File: config.mk
export PLATFORM = sky130hd
export DESIGN_NAME = fp_mul_seq_ctrl
export DESIGN_NICKNAME = d
export VERILOG_FILES = /design/src/rtl/fp32_pkg.sv /design/src/rtl/fp_mul_special_detect.sv /design/src/rtl/fp_mul_seq_ctrl.sv
export SDC_FILE = /design/constraint.sdc
export NUM_CORES = 1
export LEC_CHECK = 0
export CAP_MARGIN = 20
export CORE_ASPECT_RATIO = 0.75
export CORE_UTILIZATION = 53
export DETAILED_ROUTE_END_ITERATION = 10
export PLACE_DENSITY = 0.75
export REMOVE_ABC_BUFFERS = 1
export SLEW_MARGIN = 20
export SYNTH_ARGS = -nofsm -noshare
export SYNTH_HDL_FRONTEND = slang
export SYNTH_SLANG_ARGS = --single-unit
File: constraint.sdc
create_clock -name clk -period 9.7 [get_ports clk]
set_input_delay 1.455 -clock clk [delete_from_list [all_inputs] [get_ports clk]]
set_output_delay 1.455 -clock clk [all_outputs]
set_load 0.01 [all_outputs]
File: src/rtl/fp32_pkg.sv
// Shared FP32 constants, sequencer state encoding and operand classification
// types for the sequential FP32 multiplier.
package fp32_pkg;

  localparam int FP_WIDTH   = 32;
  localparam int EXP_WIDTH  = 8;
  localparam int MANT_WIDTH = 23;
  localparam int BIAS       = 127;

  localparam logic [FP_WIDTH-1:0] QNAN = 32'h7FC0_0000;

  // out_flags = {invalid, overflow, underflow, inexact}
  localparam int FLAG_W         = 4;
  localparam int FLAG_INVALID   = 3;
  localparam int FLAG_OVERFLOW  = 2;
  localparam int FLAG_UNDERFLOW = 1;
  localparam int FLAG_INEXACT   = 0;

  typedef enum logic [2:0] {
    IDLE = 3'd0,
    EXP  = 3'd1,
    MANT = 3'd2,
    NORM = 3'd3,
    DONE = 3'd4
  } fp_state_e;

  typedef struct packed {
    logic is_zero;
    logic is_inf;
    logic is_nan;
  } fp_class_t;

  function automatic logic [FP_WIDTH-1:0] fp_pack(
    input logic                  sign,
    input logic [EXP_WIDTH-1:0]  exp,
    input logic [MANT_WIDTH-1:0] mant
  );
    return {sign, exp, mant};
  endfunction

endpackage

File: src/rtl/fp_mul_special_detect.sv
// Combinational classification of one FP32 operand (sign bit excluded).
// Denormals are reported as zero so the multiplier flushes them.
module fp_mul_special_detect
  import fp32_pkg::*;
(
  input  logic [FP_WIDTH-2:0] i_op,
  output fp_class_t           o_class
);

  logic [EXP_WIDTH-1:0]  w_exp;
  logic [MANT_WIDTH-1:0] w_frac;

  assign w_exp  = i_op[FP_WIDTH-2 -: EXP_WIDTH];
  assign w_frac = i_op[MANT_WIDTH-1:0];

  always_comb begin
    o_class         = '0;
    o_class.is_zero = (w_exp == '0);
    o_class.is_inf  = (&w_exp) && (w_frac == '0);
    o_class.is_nan  = (&w_exp) && (w_frac != '0);
  end

endmodule

File: src/rtl/fp_mul_seq_ctrl.sv
// Sequential FP32 multiplier: one operation in flight, fixed 26-cycle latency
// from accept to out_valid (EXP, 24 shift-add MANT cycles, NORM).
module fp_mul_seq_ctrl #(
  parameter int FP_WIDTH   = 32,
  parameter int EXP_WIDTH  = 8,
  parameter int MANT_WIDTH = 23,
  parameter int BIAS       = 127
) (
  input  logic                clk,
  input  logic                rst,
  input  logic                in_valid,
  output logic                in_ready,
  input  logic [FP_WIDTH-1:0] in_a,
  input  logic [FP_WIDTH-1:0] in_b,
  output logic                out_valid,
  input  logic                out_ready,
  output logic [FP_WIDTH-1:0] out_result,
  output logic [3:0]          out_flags,
  output logic                busy
);

  import fp32_pkg::fp_state_e;
  import fp32_pkg::fp_class_t;
  import fp32_pkg::IDLE;
  import fp32_pkg::EXP;
  import fp32_pkg::MANT;
  import fp32_pkg::NORM;
  import fp32_pkg::DONE;
  import fp32_pkg::QNAN;
  import fp32_pkg::FLAG_INVALID;
  import fp32_pkg::FLAG_OVERFLOW;
  import fp32_pkg::FLAG_UNDERFLOW;
  import fp32_pkg::FLAG_INEXACT;
  import fp32_pkg::fp_pack;

  localparam int SIG_W  = MANT_WIDTH + 1;
  localparam int PROD_W = 2 * SIG_W;
  localparam int ESUM_W = EXP_WIDTH + 2;
  localparam int CNT_W  = $clog2(SIG_W);

  localparam logic [CNT_W-1:0]         LAST_ITER = CNT_W'(SIG_W - 1);
  localparam logic signed [ESUM_W-1:0] EXP_OVF   = ESUM_W'((2 ** EXP_WIDTH) - 1);
  localparam logic [EXP_WIDTH-1:0]     EXP_ONES  = '1;

  fp_state_e r_state, w_state_next;

  logic [FP_WIDTH-1:0]   r_a, r_b;
  logic                  r_sign;
  logic [ESUM_W-1:0]     r_esum;
  fp_class_t             r_cls_a, r_cls_b, w_cls_a, w_cls_b;
  logic [SIG_W-1:0]      r_mcand, r_mplier;
  logic [PROD_W-1:0]     r_prod;
  logic [CNT_W-1:0]      r_cnt;
  logic [FP_WIDTH-1:0]   r_result;
  logic [3:0]            r_flags;

  logic                  w_accept;
  logic                  w_last_iter;
  logic [PROD_W-1:0]     w_addend;
  logic                  w_hi;
  logic [MANT_WIDTH-1:0] w_mant;
  logic                  w_lost;
  logic [ESUM_W-1:0]     w_exp_norm;
  logic [FP_WIDTH-1:0]   w_result;
  logic [3:0]            w_flags;

  fp_mul_special_detect u_detect_a (
    .i_op    (r_a[FP_WIDTH-2:0]),
    .o_class (w_cls_a)
  );

  fp_mul_special_detect u_detect_b (
    .i_op    (r_b[FP_WIDTH-2:0]),
    .o_class (w_cls_b)
  );

  assign w_accept    = in_valid && (r_state == IDLE);
  assign w_last_iter = (r_cnt == LAST_ITER);
  assign w_addend    = PROD_W'(r_mcand) << r_cnt;

  // State register
  always_ff @(posedge clk or posedge rst) begin
    if (rst) begin
      r_state <= IDLE;
    end else begin
      r_state <= w_state_next;
    end
  end

  // Next-state logic
  always_comb begin
    w_state_next = r_state;
    case (r_state)
      IDLE:    if (in_valid)    w_state_next = EXP;
      EXP:                      w_state_next = MANT;
      MANT:    if (w_last_iter) w_state_next = NORM;
      NORM:                     w_state_next = DONE;
      DONE:    if (out_ready)   w_state_next = IDLE;
      default:                  w_state_next = IDLE;
    endcase
  end

  // Handshake outputs decoded from state
  always_comb begin
    in_ready  = 1'b0;
    out_valid = 1'b0;
    busy      = 1'b1;
    case (r_state)
      IDLE: begin
        in_ready = 1'b1;
        busy     = 1'b0;
      end
      DONE:    out_valid = 1'b1;
      default: ;
    endcase
  end

  assign out_result = r_result;
  assign out_flags  = r_flags;

  // Normalisation, truncation and special-case packing
  always_comb begin
    w_hi       = r_prod[PROD_W-1];
    w_mant     = w_hi ? r_prod[PROD_W-2 -: MANT_WIDTH] : r_prod[PROD_W-3 -: MANT_WIDTH];
    w_lost     = w_hi ? (|r_prod[SIG_W-1:0]) : (|r_prod[SIG_W-2:0]);
    w_exp_norm = r_esum + ESUM_W'(w_hi);
    w_result   = fp_pack(r_sign, w_exp_norm[EXP_WIDTH-1:0], w_mant);
    w_flags    = '0;
    w_flags[FLAG_INEXACT] = w_lost;

    if (r_cls_a.is_nan || r_cls_b.is_nan ||
        (r_cls_a.is_inf && r_cls_b.is_zero) || (r_cls_a.is_zero && r_cls_b.is_inf)) begin
      w_result = QNAN;
      w_flags  = '0;
      w_flags[FLAG_INVALID] = 1'b1;
    end else if (r_cls_a.is_inf || r_cls_b.is_inf) begin
      w_result = fp_pack(r_sign, EXP_ONES, '0);
      w_flags  = '0;
    end else if (r_cls_a.is_zero || r_cls_b.is_zero) begin
      w_result = fp_pack(r_sign, '0, '0);
      w_flags  = '0;
    end else if ($signed(w_exp_norm) >= EXP_OVF) begin
      w_result = fp_pack(r_sign, EXP_ONES, '0);
      w_flags  = '0;
      w_flags[FLAG_OVERFLOW] = 1'b1;
      w_flags[FLAG_INEXACT]  = 1'b1;
    end else if ($signed(w_exp_norm) <= 0) begin
      w_result = fp_pack(r_sign, '0, '0);
      w_flags  = '0;
      w_flags[FLAG_UNDERFLOW] = 1'b1;
      w_flags[FLAG_INEXACT]   = 1'b1;
    end
  end

  // Operand capture and shift-add datapath
  always_ff @(posedge clk or posedge rst) begin
    if (rst) begin
      r_a      <= '0;
      r_b      <= '0;
      r_sign   <= 1'b0;
      r_esum   <= '0;
      r_cls_a  <= '0;
      r_cls_b  <= '0;
      r_mcand  <= '0;
      r_mplier <= '0;
      r_prod   <= '0;
      r_cnt    <= '0;
      r_result <= '0;
      r_flags  <= '0;
    end else begin
      case (r_state)
        IDLE: begin
          if (w_accept) begin
            r_a <= in_a;
            r_b <= in_b;
          end
        end
        EXP: begin
          r_sign   <= r_a[FP_WIDTH-1] ^ r_b[FP_WIDTH-1];
          r_esum   <= ESUM_W'(r_a[FP_WIDTH-2 -: EXP_WIDTH]) +
                      ESUM_W'(r_b[FP_WIDTH-2 -: EXP_WIDTH]) - ESUM_W'(BIAS);
          r_cls_a  <= w_cls_a;
          r_cls_b  <= w_cls_b;
          r_mcand  <= {1'b1, r_a[MANT_WIDTH-1:0]};
          r_mplier <= {1'b1, r_b[MANT_WIDTH-1:0]};
          r_prod   <= '0;
          r_cnt    <= '0;
        end
        MANT: begin
          if (r_mplier[0]) begin
            r_prod <= r_prod + w_addend;
          end
          r_mplier <= r_mplier >> 1;
          r_cnt    <= r_cnt + 1'b1;
        end
        NORM: begin
          r_result <= w_result;
          r_flags  <= w_flags;
        end
        default: ;
      endcase
    end
  end

endmodule

Word-level counts from Yosys, hierarchy flattened
Index checks and enable logic that the tools add are counted.
{ "classes": {"add_sub_neg": 5, "n_lt_le_gt_ge": 2, "n_eq_ne": 9, "shifts": 1, "muxes": 23, "n_bitwise": 1, "n_reduce_logical": 27} }
{ "ops": {"columns": ["cell", "n"], "rows": [
  ["$mux 31", 4],
  ["$pmux 48 s2", 1],
  ["$add 48x48->48", 1],
  ["$mux 48", 1],
  ["$pmux 24 s2", 1],
  ["$shl 24x5->48", 1],
  ["$logic_not 23->1", 2],
  ["$reduce_bool 23->1", 2],
  ["$mux 32", 1],
  ["$reduce_or 24->1", 1],
  ["$mux 23", 1],
  ["$reduce_or 23->1", 1],
  ["$mux 3", 6],
  ["$logic_not 8->1", 2],
  ["$reduce_and 8->1", 2],
  ["$pmux 3 s5", 1],
  ["$add 10x1->10", 1],
  ["$ge 10x9->1 const B", 1],
  ["$le 10x1->1 const B", 1],
  ["$pmux 5 s2", 1],
  ["$sub 9x7->10 const B", 1],
  ["$add 8x8->9", 1],
  ["$ne 2x2->1 const B", 4],
  ["$logic_and 1x1->1", 7],
  ["other kinds (14)", 23]
]} }
{ "word_totals": {"regBits": 221, "in_bits": 68, "output_inout_bits": 39, "wordCells": 85} }

Longest topological paths before layout
Gate-level depths: netlist of the first run.
{ "logic_depth": {"depth_word": 7, "depth_mapped": 22} }

By module
A second synthesis of the first run with hierarchy kept.
{ "hier_totals": {"hier_cells": 1467, "area_unflattened_um2": 13516.7} }
{ "by_module_without_submodules": {"columns": ["mod", "n_inst", "cells_each", "area_per_inst_um2", "seq_area_each_um2"], "rows": [
  ["fp_mul_seq_ctrl", 1, 1435, 13319.0, 5530.3],
  ["fp_mul_special_detect", 2, 16, 98.8, 0.0]
]} }

Worst setup path before layout of the first run
OpenSTA, ideal clock, no wires.
{ "synth_timing": {"path_kind": "register to register", "startpoint": "reg r_cnt[0]", "endpoint": "reg r_prod[46]", "arrival_time_ns": 4.528, "path_slack_ns": 5.103, "stages_incl_launch_ff": 20, "path_buffers": 3, "synth_period_minus_slack_ns": 4.597, "path_cell_list": "dfrtp_1 > clkbuf_1 > buf_1 > clkbuf_1 > mux2i_1 > nor3_1 > a21oi_1 > mux2_2 > nor2_1 > ha_1 > nand3_1 > a2111oi_2 > o21ba_2 > o211ai_4 > o31ai_4 > a21oi_2 > o31ai_4 > nand4_1 > a2111o_1 > nand3_1"} }
{ "synth_via": {"elab_chain_cells": 4} }
{ "synth_lines": {"columns": ["element", "line", "text"], "rows": [
  ["start, declared", "fp_mul_seq_ctrl.sv:53", "logic [CNT_W-1:0] r_cnt;"],
  ["start signal, assigned", "fp_mul_seq_ctrl.sv:194", "r_cnt <= r_cnt + 1'b1;"],
  ["$shl 24x5->48", "fp_mul_seq_ctrl.sv:79", "assign w_addend = PROD_W'(r_mcand) << r_cnt;"],
  ["$add 48x48->48", "fp_mul_seq_ctrl.sv:191", "r_prod <= r_prod + w_addend;"],
  ["$mux 48", "fp_mul_seq_ctrl.sv:190", "if (r_mplier[0]) begin"],
  ["$pmux 48 s2", "fp_mul_seq_ctrl.sv:171", "case (r_state)"],
  ["end signal, assigned", "fp_mul_seq_ctrl.sv:191", null],
  ["end, declared", "fp_mul_seq_ctrl.sv:52", "logic [PROD_W-1:0] r_prod;"]
]} }
No other way between the ends. The select of a mux whose other input is x is not followed.
A chain may end at the register's enable or synchronous reset.

Final worst setup path of the first run
{ "layout_timing": {"startpoint": "reg r_cnt[2]", "endpoint": "reg r_prod[43]"} }
The elaborated chain is that of the path after synthesis.

==> metrics, run 1 <==
outcome complete, no violations; CP required roughly 10 ns; TritonCTS buffer count 23; critical path, cell by cell inv_1, nor4b_1, a21oi_1, mux2_2, mux2i_1, ha_1, a21o_1, a21o_1, a21oi_1, o22ai_1, a21oi_1, nand2_1, a311oi_1, o21ai_0, a21oi_1, xor2_1, o21ai_0; worst skew pair latency 0.54 ns; CTS sink count 221; worst hold path class register to register; Post-Syn Area 13300 µm²; GR peak layer met1; max incr delay on CP approximately 1.1 ns; GR Util All Layers a little over a quarter; Initial DRC Count 893; CP Data Arrival Time 5.74 ns; Via density 5.95; final setup fails 0; total core area 24300 µm²; I/O Pins between 100 and 150; die area 25800 µm²; count of final hold-check violations 0; VDD IR-drop max 0.000184 V; CP delay by family, top compound AO/OA/AOI/OAI gates; n_diodes 0; Worst-path clk slew around 0.07 ns; port bufs ~110; Top cell by count, worst path a21oi_1; Power Density ~330 nW/µm²; M3 GR Usage 3.53%; Max-cap violations 0; antenna violations before repair 1; Starting Density 54.7%; max-slew violations 0; post-synthesis sequential area ratio between 40% and 50%; Final nets approximately 1600; HPWL after detailed placement 23600 µm; Setup Skew 0.0145 ns; Post-CTS Setup Bufs 0; WS Path Type register to register; largest net degree at the start of global routing about 150; RSZ-0062 raised after global routing no; commonest non-fill, non-tap cell in the layout nand2_1; RePlAce Congestion 0.966; Yosys reg bits around 220; relative max-transition margin 24.3%; Routed WL around 33000 µm; synth unique cells 67; Post-synth EDFFs 0; Die Ht 139 µm; FFs w/ async S/R, synth 100%; share of cells above drive strength 1 9.79%; cts hold-fix bufs 0; WL per Instance 17.8 µm; first-pass GRT wire length ~54000 µm; met1 GRT Util about 43%; Mapped Cells 1445; Resize count post-CTS 0; leakage power 0.00691 µW; total gr overflow 0; Max stage delay cell, worst path dfrtp_1; Crit Path Max Fanout 31; commonest cells after routing, fill and taps aside 246 x nand2_1, 221 x dfrtp_1, 134 x o21ai_0, 106 x clkdlybuf4s50_1, 81 x a21oi_1; Area growth syn-to-layout 15.2%; Final TNS setup 0 ns; Mean Syn Cell Area 9.22 µm²; remaining antenna violation count 0; vias in the first global route between 10000 and 15000; H-tree depth 1; fill count 2064; DRC 0; fmax 186 MHz; Finished Core Util approximately 63%; crit path launch type register; Vias 11021; GR Util met2 36.2%; WP buf/inv 1; ys flop type dfrtp_1; measured slew at the worst slew-check pin roughly 1.1 ns; drt pass-1 iters 7; Die X 185 µm; total number of yosys warnings 0; period utilisation layout around 55%; clk root buf clkbuf_16; CTS tree done; kind of end point of the critical path register; minimum clock period around 5.4 ns; clock buffer depth 3; Cell Rows between 40 and 50
final cells by class:
| type | instances | area, µm² | area share [%] |
|---|---|---|---|
| Multi-Input combinational cell | 1114 | 7380 | 48.1 |
| Sequential cell | 221 | 5530 | 36.1 |
| Timing Repair Buffer | 119 | 1160 | 7.55 |
| Clock buffer | 32 | 649 | 4.23 |
| Tap cell | 331 | 414 | 2.70 |
| Inverter | 28 | 118 | 0.767 |
| Clock inverter | 8 | 85.1 | 0.555 |
worst paths after layout:
kind                            depth (start not counted)             to           from  slack, ns
worst max-delay path                                   17     r_prod[43]       r_cnt[2]       4.33
worst min-delay path                                    2  out_result[3]  out_result[3]       0.48
worst max register to register                         17     r_prod[43]       r_cnt[2]       4.33
worst min register to register                          2  out_result[3]  out_result[3]       0.48
max in group asynchronous                               3  out_result[6]            rst       6.81
min in group asynchronous                               2        r_a[31]            rst       1.44
cell usage after synthesis (all sizes together) (3+ instances only):
library cell  instances  area, µm²
nor4b                 4       35.0
mux2i                59        591
nor3                 16       80.1
and2                 10       62.6
a21o                 30        225
o31ai                 5       65.1
nand3b                5       37.5
xor2                 29        254
o22ai                12       75.1
nand4                23        144
mux4                  9        203
nor2                 66        248
and3                  7       43.8
o21ai               134        671
nor2b                 7       43.8
a211oi                5       37.5
a41oi                 3       26.3
clkbuf               66        248
a31oi                 9       56.3
dfrtp               221       5530
a22oi                24        180
o211ai                5       51.3
nand2               247        927
buf                  16       62.6
or3                   3       18.8
inv                  27        101
nor3b                 4       30.0
nand3                75        375
ha                   65        813
nor4                 20        125
xnor2                24        210
a21oi                82        414
mux2                 75        845
o21a                  5       37.5
o21bai               12       90.1
nand2b                9       56.3
worst reg2reg max path, stage by stage, from the launching register on:
cell and delay, ns:
dfrtp_1 1.06, inv_1 0.52, nor4b_1 0.38, a21oi_1 0.14, mux2_2 0.34, mux2i_1 0.23, ha_1 0.35, a21o_1 0.19
a21o_1 0.16, a21oi_1 0.18, o22ai_1 0.12, a21oi_1 0.21, nand2_1 0.16, a311oi_1 0.55, o21ai_0 0.17, a21oi_1 0.20
xor2_1 0.15, o21ai_0 0.10
stage by stage:
| stage | cell area, µm² | hold slack [ns] | power (µW) | cells | setup slack [ns] |
|---|---|---|---|---|---|
| after floorplan | 13000 | 0.446 | 3450 | 1363 | 2.20 |
| after global placement | 14600 | 0.457 | 4140 | 1813 | 4.53 |
| after detailed placement | 14600 | 0.462 | 4220 | 1813 | 4.44 |
| after CTS | 15300 | 0.478 | 5110 | 1853 | 4.41 |
| after global routing | 15300 | 0.492 | 5500 | 1853 | 3.90 |
| final | 15300 | 0.475 | 5130 | 1853 | 4.33 |
flip-flops by register name (all words and copies together), names as in the netlist:
register and flops:
out_flags 4, out_result 32, r_a 32, r_b 32, r_cls_a 3, r_cls_b 3, r_cnt 5, r_esum 10
r_mcand 24, r_mplier 24, r_prod 48, r_sign 1, r_state 3
metal layers:
layer / vias to the layer above / share of wire, %
li1: 5319 / -
met1: 5312 / 52
met2: 356 / 41
met3: 34 / 6.2
met4: 0 / 1.5
met5: - / 0
cell families after synthesis:
group	synth area share (%)
AO/OA/AOI/OAI	15.8
XOR/XNOR	3.49
adder cells (fa/ha/maj)	6.41
buffers and inverters	3.12
flip-flops	41.5
multiplexers	12.3
AND/OR/NAND/NOR	17.4
power by group:
| group | internal, µW | switching (µW) | total [µW] | leakage, µW |
|---|---|---|---|---|
| clock | 497 | 379 | 876 | 0.000358 |
| combinational | 1120 | 1530 | 2650 | 0.00374 |
| sequential | 1270 | 334 | 1600 | 0.00281 |
Power figures use the tool's default switching activity.
==> run 2, diff against run 1 <==
==> constraint.sdc (replaced) <==
create_clock -name clk -period 5.5 [get_ports clk]
set_input_delay 0.825 -clock clk [delete_from_list [all_inputs] [get_ports clk]]
set_output_delay 0.825 -clock clk [all_outputs]
set_load 0.01 [all_outputs]
==> run 2 against run 1 <==
Core utilization is 0.18 points higher. Flip-flop and latch count stayed put. Largest cell class unchanged. Clock power is 75% higher. First-iteration DRC count is 15% higher. Highest routed layer is now met5. Critical path depth is 1 lower.
==> metrics, run 2 (same netlist as run 1, synthesis figures left out) <==
outcome complete, no violations; Area growth syn-to-layout 15.5%; H-tree depth 1; CP required 5.95 ns; Final nets 1646; period utilisation layout 90.8%; Largest register FFs 48; port bufs 106; kind of end point of the critical path register; n_diodes 0; commonest non-fill, non-tap cell in the layout nand2_1; share of cells above drive strength 1 10.0%; Crit Path Max Fanout 23; Via density 5.97; largest register by flop count r_prod; commonest cells after routing, fill and taps aside 246 x nand2_1, 221 x dfrtp_1, 134 x o21ai_0, 106 x clkdlybuf4s50_1, 81 x a21oi_1; total gr overflow 0; total core area 24300 µm²; WL per Instance approximately 17 µm; die area 25800 µm²; switching power 3880 µW; count of final hold-check violations 0; RSZ-0062 raised after global routing no; final setup fails 0; drt pass-1 iters 6; DRC 0; Final Hold Slack 0.473 ns; placed insts about 1800; Die Ht 139 µm; crit path launch type register; WS Path Type register to register; max-slew violations 0; Flop pwr share about a third; Post-CTS Setup Bufs 0; Max-cap violations 0; relative max-transition margin 31.6%; minimum clock period ~5 ns; Finished Layout Cells 1855; Setup Skew a little over 0.009 ns; Die X roughly 190 µm; HPWL after detailed placement 23200 µm; GR Util All Layers 25.7%; worst skew pair latency 0.52 ns; Resize count post-CTS 0; leakage power 0.00694 µW; I/O Pins 107; clk root buf clkbuf_16; Worst-path clk slew 0.06 ns; worst r2r path cells 16; Starting Density 54.7%; Power Density between 500 and 600 nW/µm²; Gate power share between 50% and 60%; hold depth 2; antenna violations before repair 1; worst hold path class register to register; Initial DRC Count 1024; first-pass GRT wire length around 54000 µm; largest net degree at the start of global routing 117; cts hold-fix bufs 0; clock buffer depth 3; Routed WL about 32000 µm; fill count roughly 2000; clock share of power 17.0%; CTS sink count 221; fmax about 200 MHz; Vias 11073; remaining antenna violation count 0; switch share 43.0%; CP Data Arrival Time 5.45 ns; CTS tree done; Cell Rows 49; measured slew at the worst slew-check pin 1.03 ns; Finished Core Util 63.2%; Internal Power between 5000 and 6000 µW; vias in the first global route 10263; RePlAce Congestion roughly 1.0; VDD IR-drop max 0.000297 V; TritonCTS buffer count 23
[run 2: routing by layer]
layer	part of all wire, %	GRT usage (%)	vias up
met2	41	35.8	376
met4	2.4	6.39	2
met1	50	41.2	5305
li1	-	-	5332
met5	0.040	0	-
met3	6.9	3.85	58
[run 2: per-stage QoR]
step | power, µW | TNS, ns | setup WS [ns] | instance area, µm²
finish | 9010 | 0 | 0.508 | 15400
global route | 9710 | 0 | 0.154 | 15400
CTS | 8990 | 0 | 0.603 | 15400
detailed placement | 7410 | 0 | 0.626 | 14600
global placement | 7300 | 0 | 0.624 | 14600
floorplan | 6090 | -303.75 | -1.37 | 13000
[run 2: layout make-up]
type,instances,area [µm²],share of cell area (%)
flip-flops and latches,221,5530,35.9
repair buffers,123,1200,7.83
inverters,28,113,0.732
well taps,331,414,2.69
clock inverters,5,53.8,0.350
clock buffers,33,683,4.44
multi-input cells,1114,7380,48.0
[run 2: worst max-delay path, stage by stage, from the launching register on]
cell and delay [ns]:
dfrtp_1 0.70, buf_4 0.38, a21oi_1 0.12, a21oi_1 0.44
mux2_2 0.29, nor2_1 0.07, ha_1 0.42, nand3_1 0.14
a2111oi_2 0.44, o21ba_2 0.22, o211ai_4 0.12, o31ai_4 0.43
a21oi_2 0.17, o31ai_4 0.30, nand4_1 0.19, a2111o_1 0.40
nand3_1 0.08
[run 2: final timing paths]
check	end	slack, ns	from
max in group asynchronous	r_a[20]	3.62	rst
setup / recovery	r_prod[46]	0.51	r_cnt[0]
hold / removal	out_result[3]	0.47	out_result[3]
min in group asynchronous	r_b[26]	0.84	rst
hold reg to reg	out_result[3]	0.47	out_result[3]
setup reg to reg	r_prod[46]	0.51	r_cnt[0]
[run 2: power groups by stage]
| stage | Clock [µW] | Combinational [µW] | Sequential (µW) |
|---|---|---|---|
| detailed placement | 0 | 4570 | 2840 |
| finish | 1530 | 4650 | 2830 |
| global route | 1620 | 5180 | 2920 |
| CTS | 1560 | 4600 | 2820 |
| global placement | 0 | 4480 | 2820 |
| floorplan | 0 | 3310 | 2780 |
==> run 3, diff against run 2 <==
--- a/config.mk
+++ b/config.mk
@@ -6,7 +6,7 @@
 export NUM_CORES = 1
 export LEC_CHECK = 0
 export CAP_MARGIN = 20
-export CORE_ASPECT_RATIO = 0.75
+export CORE_ASPECT_RATIO = 0.8
 export CORE_UTILIZATION = 53
 export DETAILED_ROUTE_END_ITERATION = 10
 export PLACE_DENSITY = 0.75
==> constraint.sdc (replaced) <==
create_clock -name clk -period 5.5 [get_ports clk]
set_input_delay 1.375 -clock clk [delete_from_list [all_inputs] [get_ports clk]]
set_output_delay 1.375 -clock clk [all_outputs]
set_load 0.01 [all_outputs]
==> run 3 against run 2 <==
The flow now finishes with violations (design-rule violations). Cell area is 0.15% higher. Die area hardly changed. Final cell count shrank 0.32%. Non-clock buffer count rose by 1. Global-route usage increased by 1.1 points. Critical path type unchanged. Critical endpoint is now r_prod[47]. Largest cell class unchanged. Highest routed layer is now met4.
==> metrics, run 3 (same netlist as run 1, synthesis figures left out) <==
RePlAce Congestion 0.991; Finished Layout Cells 1849; HPWL after detailed placement 24200 µm; relative max-transition margin 31.0%; GR peak layer met1; Cell Rows 51; CTS tree done; port bufs 106; critical path, cell by cell buf_4, mux2i_1, o21ai_0, o21ai_0, o21ai_0, nor2_1, a21oi_1, ha_1, a21o_1, a21o_1, a21oi_1, o22ai_1, a21oi_1, nand2_1, a311oi_1, a21oi_1, o2111a_1, mux4_2, o211ai_1; Setup Skew 0.0138 ns; first-pass GRT wire length 54800 µm; Largest register FFs 48; n_diodes 0; clock buffer depth 3; Worst-path clk slew 0.07 ns; Area growth syn-to-layout 15.7%; drt pass-1 iters 8; Die Ht 144 µm; WS Path Type register to register; GR Util met2 38.1%; GR Util All Layers a little over a quarter; crit path launch type register; Top cell by count, worst path a21oi_1; Initial DRC Count 937; commonest non-fill, non-tap cell in the layout nand2_1; cts hold-fix bufs 0; Crit Path Max Fanout 17; antenna violations before repair 1; VDD IR-drop max 0.000338 V; outcome finished with violations; total gr overflow 0; period utilisation layout 89.4%; minimum clock period between 4 and 5 ns; H-tree depth 1; M3 GR Usage between 4 and 5%; largest net degree at the start of global routing 127; commonest cells after routing, fill and taps aside 246 x nand2_1, 220 x dfrtp_1, 134 x o21ai_0, 106 x clkdlybuf4s50_1, 81 x a21oi_1; CP required around 6 ns; CP Data Arrival Time 5.37 ns; fmax slightly above 200 MHz; WL per Instance 17.9 µm; Final nets 1648; worst skew pair latency 0.53 ns; Placement Setup Slack 0.477 ns; Routed WL approximately 33000 µm; TritonCTS buffer count 24; max-slew violations 0; DP Area 14600 µm²; Via density 5.97; vias in the first global route roughly 10000; Starting Density 54.4%; I/O Pins between 100 and 150; Final Hold Slack 0.472 ns; kind of end point of the critical path register; RSZ-0062 raised after global routing no; largest register by flop count r_prod; failing checks design-rule violations; met1 GRT Util 42.1%; CTS sink count roughly 220; Max stage delay cell, worst path a311oi_1; worst hold path class register to register; die area 25800 µm²; measured slew at the worst slew-check pin 1.04 ns; placed insts 1805; total core area 24500 µm²; Vias 11047; share of cells above drive strength 1 10.5%; Finished Core Util 62.9%; Design Area, Final between 15000 and 20000 µm²; max incr delay on CP 0.63 ns; Post-CTS Setup Bufs 0; leakage power 0.00696 µW; Max-cap violations 0; remaining antenna violation count 0; Die X 179 µm; DRC 6; count of final hold-check violations 0; clk root buf clkbuf_16; final setup fails 0; Power Density a little under 600 nW/µm²; PnR worst setup slack 0.582 ns
## run 3: changes by cell type in the layout (fill, tap and decap cells not counted), sizes merged
cell / before / now
clkinv: 4 / 9
clkbuf: 33 / 36
buf: 17 / 18
bufinv: 1 / 0
inv: 28 / 27
## run 3: worst paths after layout
path,from,endpoint,slack (ns),cells past startpoint
setup / recovery,r_cnt[1],r_prod[47],0.58,19
hold / removal,out_result[9],out_result[9],0.47,2
setup reg to reg,r_cnt[1],r_prod[47],0.58,19
hold reg to reg,out_result[9],out_result[9],0.47,2
max in group asynchronous,rst,out_result[20],3.03,3
min in group asynchronous,rst,r_b[17],1.40,2
## run 3: timing repair
| item | in CTS | in global routing |
|---|---|---|
| resized for setup | 0 | 1 |
| setup endpoints to repair | 0 | 2 |
| endpoints found under the hold margin | 0 | 0 |
## run 3: final cells by class
type / instances / area [µm²]
clock buffers: 36 / 716
repair buffers: 124 / 1210
well taps: 318 / 398
clock inverters: 8 / 55.1
inverters: 28 / 113
flip-flops and latches: 221 / 5530
multi-input cells: 1114 / 7390
fillers: 2104 / 9100
## run 3: worst max-delay path: cells and delay by family, from the launching register on
family                   cells  cell delay [ns]
adder cells (fa/ha/maj)      1             0.35
multiplexers                 2             0.39
flip-flops                   1             0.57
buffers and inverters        1             0.31
AND/OR/NAND/NOR              2             0.20
AO/OA/AOI/OAI               13             2.99
## run 3: power breakdown
group	leakage (µW)	internal [µW]	total, µW	switching, µW
Combinational	0.00377	2000	4680	2680
Clock	0.000386	901	1560	662
Sequential	0.00281	2240	2830	593
Total	0.00696	5140	9070	3940
## run 3: stage by stage
stage | TNS [ns] | power (µW)
finish | 0 | 9070
floorplan | -425.30 | 6090
detailed placement | 0 | 7460
global route | 0 | 9770
CTS | 0 | 9070
global placement | 0 | 7380
## run 3: routing by layer
| metal | vias to the layer above | wire, µm |
|---|---|---|
| met2 | 354 | 13900 |
| met1 | 5299 | 16500 |
| met3 | 46 | 2090 |
| met5 | - | 0 |
| met4 | 0 | 695 |
| li1 | 5348 | - |
